## config.mk

```make
export PLATFORM = sky130hd
export DESIGN_NAME = mem_port_arbiter
export DESIGN_NICKNAME = d
export VERILOG_FILES = /design/src/rtl/mem_port_arbiter.sv
export SDC_FILE = /design/constraint.sdc
export NUM_CORES = 1
export LEC_CHECK = 0
export CAP_MARGIN = 40
export CELL_PAD_IN_SITES_DETAIL_PLACEMENT = 1
export CELL_PAD_IN_SITES_GLOBAL_PLACEMENT = 2
export CORE_MARGIN = 1
export CORE_UTILIZATION = 24
export CTS_CLUSTER_SIZE = 28
export DETAILED_ROUTE_END_ITERATION = 12
export PLACE_DENSITY = 0.72
export REMOVE_ABC_BUFFERS = 1
export SLEW_MARGIN = 30
export SYNTH_ARGS = -nofsm -noshare
export SYNTH_HDL_FRONTEND = slang
export SYNTH_SLANG_ARGS = --single-unit
export TNS_END_PERCENT = 20
```

## constraint.sdc

```tcl
create_clock -name clk -period 6.5 [get_ports clk]
set_input_delay 1.3 -clock clk [delete_from_list [all_inputs] [get_ports clk]]
set_output_delay 1.3 -clock clk [all_outputs]
set_load 0.05 [all_outputs]
```

## src/rtl/mem_port_arbiter.sv

```systemverilog
// Two-requester front end for the single-port cache_ctrl user interface.
// Each transfer runs IDLE -> ISSUE -> CHECK -> (WAIT) -> DONE; a write with an empty mask skips to DONE.
module mem_port_arbiter #(
   parameter int AW        = 32,
   parameter int PRIO_MODE = 0,
   parameter int TIMEOUT   = 4096
) (
   input  logic          clk,
   input  logic          rst,
   input  logic          i0_req,
   input  logic          i0_we,
   input  logic [AW-1:0] i0_addr,
   input  logic [31:0]   i0_wdata,
   input  logic [3:0]    i0_mask,
   output logic          o0_ack,
   output logic [31:0]   o0_rdata,
   input  logic          i1_req,
   input  logic          i1_we,
   input  logic [AW-1:0] i1_addr,
   input  logic [31:0]   i1_wdata,
   input  logic [3:0]    i1_mask,
   output logic          o1_ack,
   output logic [31:0]   o1_rdata,
   output logic          m_rd_en,
   output logic          m_wr_en,
   output logic [AW-1:0] m_addr,
   output logic [31:0]   m_wdata,
   output logic [3:0]    m_mask,
   input  logic [31:0]   m_rdata,
   input  logic          m_busy,
   output logic          o_grant,
   output logic          o_timeout
);
   localparam int CW = (TIMEOUT > 0) ? $clog2(TIMEOUT + 1) : 1;

   typedef enum logic [2:0] {
      IDLE  = 3'd0,
      ISSUE = 3'd1,
      CHECK = 3'd2,
      WAIT  = 3'd3,
      DONE  = 3'd4
   } state_t;

   state_t          state_r;
   state_t          state_s;
   logic            grant_s;
   logic            start_s;
   logic            sel_we_s;
   logic [AW-1:0]   sel_addr_s;
   logic [31:0]     sel_wdata_s;
   logic [3:0]      sel_mask_s;
   logic            xfer_g_s;
   logic            xfer_we_s;
   logic [31:0]     done_data_s;
   logic            to_hit_s;
   logic            we_r;
   logic            last_r;
   logic [31:0]     rdata_r;
   logic [CW-1:0]   cnt_r;

   assign start_s     = (state_r == IDLE) && (i0_req || i1_req);
   assign sel_we_s    = grant_s ? i1_we    : i0_we;
   assign sel_addr_s  = grant_s ? i1_addr  : i0_addr;
   assign sel_wdata_s = grant_s ? i1_wdata : i0_wdata;
   assign sel_mask_s  = grant_s ? i1_mask  : i0_mask;
   // A mask-0 write reaches DONE straight from IDLE, so owner and direction come from the live selection.
   assign xfer_g_s    = start_s ? grant_s  : o_grant;
   assign xfer_we_s   = start_s ? sel_we_s : we_r;
   assign done_data_s = xfer_we_s ? 32'h0000_0000 : ((state_r == WAIT) ? m_rdata : rdata_r);
   assign to_hit_s    = (TIMEOUT != 0) && (state_r == WAIT) && (cnt_r == CW'(TIMEOUT));

   // Arbitration and next-state selection
   always_comb begin
      state_s = state_r;
      grant_s = 1'b0;
      if (i0_req && i1_req) begin
         if (PRIO_MODE == 1) begin
            grant_s = 1'b1;
         end else begin
            grant_s = ~last_r;
         end
      end else if (i1_req) begin
         grant_s = 1'b1;
      end else begin
         grant_s = 1'b0;
      end
      case (state_r)
         IDLE: begin
            if (start_s) begin
               if (sel_we_s && (sel_mask_s == 4'b0000)) begin
                  state_s = DONE;
               end else begin
                  state_s = ISSUE;
               end
            end else begin
               state_s = IDLE;
            end
         end
         ISSUE: state_s = CHECK;
         CHECK: begin
            if (m_busy) begin
               state_s = WAIT;
            end else begin
               state_s = DONE;
            end
         end
         WAIT: begin
            if (m_busy) begin
               state_s = WAIT;
            end else begin
               state_s = DONE;
            end
         end
         DONE:    state_s = IDLE;
         default: state_s = IDLE;
      endcase
   end

   // State, latched transfer and all registered outputs
   always_ff @(posedge clk or posedge rst) begin
      if (rst) begin
         state_r   <= IDLE;
         we_r      <= 1'b0;
         last_r    <= 1'b1;
         rdata_r   <= 32'h0000_0000;
         cnt_r     <= {CW{1'b0}};
         o_grant   <= 1'b0;
         o_timeout <= 1'b0;
         m_rd_en   <= 1'b0;
         m_wr_en   <= 1'b0;
         m_addr    <= {AW{1'b0}};
         m_wdata   <= 32'h0000_0000;
         m_mask    <= 4'b0000;
         o0_ack    <= 1'b0;
         o1_ack    <= 1'b0;
         o0_rdata  <= 32'h0000_0000;
         o1_rdata  <= 32'h0000_0000;
      end else begin
         state_r <= state_s;
         m_rd_en <= (state_s == ISSUE) && !sel_we_s;
         m_wr_en <= (state_s == ISSUE) && sel_we_s;
         if (start_s) begin
            o_grant <= grant_s;
            we_r    <= sel_we_s;
            m_addr  <= sel_addr_s;
            m_wdata <= sel_wdata_s;
            m_mask  <= sel_we_s ? sel_mask_s : 4'b1111;
         end
         if ((state_r == ISSUE) || ((state_r == WAIT) && !m_busy)) begin
            rdata_r <= m_rdata;
         end
         if (state_r == CHECK) begin
            cnt_r <= {CW{1'b0}};
         end else if ((state_r == WAIT) && (cnt_r != {CW{1'b1}})) begin
            cnt_r <= cnt_r + CW'(1);
         end
         if (to_hit_s) begin
            o_timeout <= 1'b1;
         end
         if (state_r == DONE) begin
            last_r <= o_grant;
         end
         o0_ack   <= (state_s == DONE) && !xfer_g_s;
         o1_ack   <= (state_s == DONE) && xfer_g_s;
         o0_rdata <= ((state_s == DONE) && !xfer_g_s) ? done_data_s : 32'h0000_0000;
         o1_rdata <= ((state_s == DONE) && xfer_g_s) ? done_data_s : 32'h0000_0000;
      end
   end
endmodule

```

=== Word-level counts from Yosys, hierarchy flattened ===
Index checks and enable logic that the tools add are counted.

* Bitwise gates (word level): 1
* Reductions and logical operators: 19
* Add/subtract/negate cells: 1
* Equality and inequality tests: 8
* Mux-type cells: 19

{| class="wikitable"
|+ Operators by type and width
! cell !! count
|-
| 32-bit 2-to-1 mux || 6
|-
| 13-bit 2-to-1 mux || 2
|-
| 13-bit by 1-bit adder with 13-bit output, second input constant || 1
|-
| 13-bit == test, second input constant || 1
|-
| 13-bit != test, second input constant || 1
|-
| 1-bit logical AND || 10
|-
| 3-bit 2-to-1 mux || 3
|-
| 3-bit case mux with 3 select lines || 1
|-
| 4-bit 2-to-1 mux || 2
|-
| 3-bit by 1-bit == test with 1-bit output, second input constant || 2
|-
| 3-bit by 2-bit == test with 1-bit output, second input constant || 2
|-
| 3-bit == test, second input constant || 2
|-
| 1-bit 2-to-1 mux || 5
|-
| 4-bit zero test || 1
|-
| 1-bit zero test || 3
|-
| 3-bit zero test || 1
|-
| 1-bit logical OR || 2
|-
| 2-bit nonzero test || 1
|-
| 2-bit OR reduction || 1
|-
| 1-bit inverter || 1
|}

* Bits in registers: 188
* Input port bits: 175

=== Logic depth before layout (Yosys ltp) ===
* Depth after elaboration: 11
* Mapped depth: 7

=== Worst setup path after synthesis ===
Ideal clock, no wire load.

* Kind: in2reg
* Start: in i1_req
* End: reg m_mask[0]
* Arrival: 2146 ps
* Setup slack: 4219 ps
* Required time: 6365 ps
* Stages: 5
* Library setup time: 135 ps
* Path through: a21boi_1 > buf_2 > buf_2 > mux2i_1 > a31oi_1

* Cells in the longest elaborated chain, start to end: 4
* Elaborated cells between the ends (all ways): 8
* Those cells by class: mux (5); reduce/logical (3)

{| class="wikitable"
|+ Ends and longest elaborated chain
! item !! line !! RTL
|-
| start: declaration || 17 || <nowiki>input logic i1_req,</nowiki>
|-
| 1-bit 2-to-1 mux or 1-bit logical AND (tied branches) || 82, 76 ||
|-
| 1-bit 2-to-1 mux || 76 || <nowiki>if (i0_req && i1_req) begin</nowiki>
|-
| 4-bit 2-to-1 mux or 1-bit 2-to-1 mux (tied branches) || 65, 62 ||
|-
| 4-bit 2-to-1 mux || 147 || <nowiki>m_mask <= sel_we_s ? sel_mask_s : 4'b1111;</nowiki>
|-
| end signal: assignment || 147 ||
|-
| end: declaration || 28 || <nowiki>output logic [3:0] m_mask,</nowiki>
|}

Several ways; a longest one is shown, not always the timed one.
A chain may end at the register's enable or synchronous reset.

=== Worst setup path in the final report ===
* Start: in i1_req
* End: reg state_r[2]

* Cells in the longest elaborated chain, start to end: 8
* Elaborated cells between the ends (all ways): 12
* Those cells by class: mux (7); reduce/logical (5)

{| class="wikitable"
|+ Ends and longest elaborated chain
! item !! line !! RTL
|-
| 1-bit 2-to-1 mux or 1-bit logical AND (tied branches) || 82, 76 ||
|-
| 1-bit 2-to-1 mux || 76 ||
|-
| 4-bit 2-to-1 mux || 65 || <nowiki>assign sel_mask_s = grant_s ? i1_mask : i0_mask;</nowiki>
|-
| 4-bit zero test || 90 || <nowiki>if (sel_we_s && (sel_mask_s == 4'b0000)) begin</nowiki>
|-
| 1-bit logical AND || 90 ||
|-
| 3-bit 2-to-1 mux || 90 ||
|-
| 3-bit 2-to-1 mux (*) || 89 || <nowiki>if (start_s) begin</nowiki>
|-
| 3-bit case mux with 3 select lines (*) || 87 || <nowiki>case (state_r)</nowiki>
|-
| net state_s[2] || 45 || <nowiki>state_t state_s;</nowiki>
|-
| end signal: assignment || 139 || <nowiki>state_r <= state_s;</nowiki>
|-
| end: declaration || 44 || <nowiki>state_t state_r;</nowiki>
|}

The timed path passes the listed nets; every way through them passes the cells marked *.

==> impl_metrics.py <==
metrics = {
    "power": {
        "leakage_nw": 5.33,
        "clockPowerShare_pct": 20.8,
        "switching_share_pct": 42.7,
        "p_sw_mw": 2.25,
        "ir_worst_vdd_uv": 196,
        "p_int_mw": 3.02,
        "seqPwrFrac_pct": 33.0,
        "share_comb_of_total_power_pct": 46.2,
        "cellPowerDensity_mw_per_mm2": 438,
        "power_mw": 5.27,
    },
    "detailed_routing": {
        "vias_per_cell": 4.30,
        "vias": 6118,
        "drc": 0,
        "drtPass1Iterations": 4,
        "ant_nets": 0,
        "wl_per_cell_um": 17.6,
        "drt_iter0_drc": 193,
        "routed_wl_mm": 25.1,
    },
    "synth": {
        "syn_area_per_cell_um2": 11.7,
        "post_synth_num_cell_types": 45,
        "synth_area_mm2": 0.00783,
        "yosysTopAreaCell": "dfrtp_1",
        "yosysSeqAreaShare_pct": 60.1,
        "netlist_instances": 671,
        "netlist.area_leader.share_pct": 59.8,
        "ys_top_cells_by_area": "dfrtp_1, mux2i_1, mux2_2",
        "yosys_warnings": 0,
        "yosys_register_bits": 188,
    },
    "worst_setup_path": {
        "r2r_cells": 5,
        "critical_path_class": "in2reg",
        "cp-end-kind": "flop",
        "r2r_start": "last_r",
        "start_kind": "primary input",
        "worstPathArrival_ps": 3570,
        "required_ps": 6830,
        "worstReg2RegEnd": "state_r[2]",
        "crit_fanout": 54,
        "reg2reg_slack_ps": 4390,
    },
    "timing": {
        "final-setup-viol-count": 0,
        "setup_ws_ps": 3260,
        "timing.slew.headroom_pct": 46.5,
        "min_period_ps": 3240,
        "clock_skew_ps": 14.9,
        "finalHoldViolCount": 0,
        "final_max_slew_viol_count": 0,
        "rsz0062_at_grt": "false",
        "tightest_slew_ps": 800,
        "finalCritPeriodShare_pct": 49.9,
        "max_freq_mhz": 308,
    },
    "floorplan": {
        "die_y_um": 183,
        "die_w_um": 183,
        "row_count": 65,
        "die_area_mm2": 0.0333,
        "start_util_pct": 24.6,
        "fp.coreArea_mm2": 0.0318,
        "ios": 313,
    },
    "cells_and_area": {
        "seq_area_mm2": 0.00471,
        "area_growth_pct": 53.9,
        "drive_gt1_share_pct": 8.71,
        "multi_input_area_mm2": 0.00292,
        "final_cell_area_mm2": 0.0120,
        "fin_nets": 1151,
        "fillers": 3474,
        "final_util_pct": 37.9,
        "instances_no_fill": 1422,
        "antenna_cells": 0,
    },
    "grt": {
        "grt_pass1_vias": 6492,
        "antenna_found_initial": 0,
        "grt_use_total_pct": 15.3,
        "grt_max_degree": 98,
        "overflow": 0,
        "grt_pass1_wl_mm": 38.4,
    },
    "clocking": {
        "cts_buffer_depth": 2,
        "tritoncts": "built",
        "cts_setup_buffers": 0,
        "cts_buffers": 17,
        "hold_buffers": 0,
        "cts.clk_slew.worst_paths_ps": 70,
        "root_buffer": "clkbuf_16",
        "clock_latency_ps": 450,
        "cts_max_level": 4,
        "cts.sinks": 188,
        "post_cts_resized": 0,
    },
    "placed_design": {
        "gp_congestion": 0.761,
        "place_ws_ps": 2760,
        "dpl.hpwl_mm": 17.8,
        "dpl_cell_area_mm2": 0.0114,
        "portBuffers": 312,
        "dp_cells": 1390,
    },
    "flow_run": {
        "cap_violations": 0,
    },
    "worst_hold_path": {
        "min_to": "m_addr[11]",
        "hold_depth": 2,
        "hold_path.startpoint": "m_addr[11]",
        "holdCritPathClass": "reg2reg",
    },
    "status": {
        "status": "finished clean",
    },
}
==> state kept, by name (all words and copies together), names as in the netlist <==
register,count
cnt_r,13
last_r,1
m_addr,32
m_mask,4
m_rd_en,1
m_wdata,32
m_wr_en,1
o0_ack,1
o0_rdata,32
o1_ack,1
o1_rdata,32
o_grant,1
o_timeout,1
rdata_r,32
state_r,3
we_r,1
==> area by class of cell <==
cell class,count,share of cell area [%]
Timing Repair Buffer,322,26.9
Clock buffer,20,3.79
Inverter,6,0.249
Multi-Input combinational cell,439,24.2
Tap cell,435,4.52
Sequential cell,188,39.1
Clock inverter,12,1.25
==> through the flow <==
step	hold slack (ps)	setup TNS [ps]
floorplan	479	-33660
global placement	463	0
detailed placement	470	0
CTS	487	0
global route	501	0
finish	479	0
==> layout by cell type (no fill, tap or decap), types with 3 or more instances in the layout <==
| cell | netlist | final |
|---|---|---|
| dfrtp_1 | 187 | 187 |
| inv_8 | 0 | 4 |
| o31ai_1 | 3 | 3 |
| nor4_1 | 7 | 7 |
| mux2_2 | 35 | 35 |
| clkdlybuf4s50_1 | 0 | 312 |
| o21ai_0 | 74 | 74 |
| a31oi_1 | 4 | 4 |
| inv_1 | 6 | 5 |
| clkbuf_16 | 0 | 17 |
| mux2i_1 | 100 | 100 |
| nand4_1 | 3 | 3 |
| nor3_1 | 5 | 5 |
| buf_4 | 3 | 7 |
| or3_1 | 6 | 6 |
| a21oi_1 | 9 | 9 |
| nand3_1 | 6 | 6 |
| inv_6 | 0 | 4 |
| nand2_1 | 76 | 76 |
| nand2b_1 | 7 | 7 |
| nor2_1 | 74 | 74 |
==> kinds of logic after synthesis <==
kind of cell,after synthesis,share of synthesized area [%]
DFF,188,60.1
adders and majority gates,2,0.320
AOI/OAI and AO/OA,104,7.36
muxes,135,17.8
buffers and inverters,44,2.89
and+or+nand+nor,198,11.5
==> metal layers <==
| metal | wire length [um] | track usage (%) | vias to the layer above |
|---|---|---|---|
| li1 | - | - | 2933 |
| met1 | 10700 | 18.9 | 2996 |
| met2 | 12200 | 25.0 | 167 |
| met3 | 1760 | 5.23 | 22 |
| met4 | 418 | 4.84 | 0 |
| met5 | 0 | 0 | - |
==> power groups by stage <==
stage	Clock (mW)	Combinational, mW	Sequential (mW)
floorplan	0	0.802	2.56
global placement	0	2.42	1.74
detailed placement	0	2.47	1.76
CTS	1.14	2.48	1.74
global route	1.18	2.61	1.79
finish	1.10	2.43	1.74
==> synth_stat cells (all sizes together) <==
| cell | number |
|---|---|
| dfrtp | 187 |
| mux2i | 100 |
| nand2 | 77 |
| o21ai | 75 |
| nor2 | 74 |
| mux2 | 35 |
| buf | 28 |
| clkbuf | 10 |
| a21oi | 9 |
| nor4 | 8 |
| nand2b | 7 |
| inv | 6 |
| nand3 | 6 |
| nor3 | 6 |
| or3 | 6 |
| a31oi | 4 |
| nand4 | 4 |
| o31ai | 3 |
| and2 | 2 |
| ha | 2 |
| nand3b | 2 |
| o2111ai | 2 |
| o21a | 2 |
| or4 | 2 |
| a211oi | 1 |
| a21boi | 1 |
| a21o | 1 |
| a22o | 1 |
| a31o | 1 |
| a32o | 1 |
| a41oi | 1 |
| and4 | 1 |
| and4b | 1 |
| dfstp | 1 |
| nor2b | 1 |
| nor3b | 1 |
| o211ai | 1 |
| o2bb2ai | 1 |
==> how the worst max path moves through the flow <==
stage,depth (start not counted),start,slack [ps],to
after global routing,6,i1_req,3150,state_r[2]
after global placement,5,i1_req,2610,m_wr_en
after CTS,6,i1_req,3220,state_r[2]
after floorplan,3,i1_req,-800,state_r[0]
final,6,i1_req,3260,state_r[2]
after detailed placement,6,i1_req,2760,state_r[2]
==> worst max-delay path, cell delays in order <==
cell,delay (ps)
clkdlybuf4s50_1,590
a21boi_4,490
buf_8,240
buf_12,340
mux2_2,410
a21o_1,180
(Power assumes the default switching activity.)
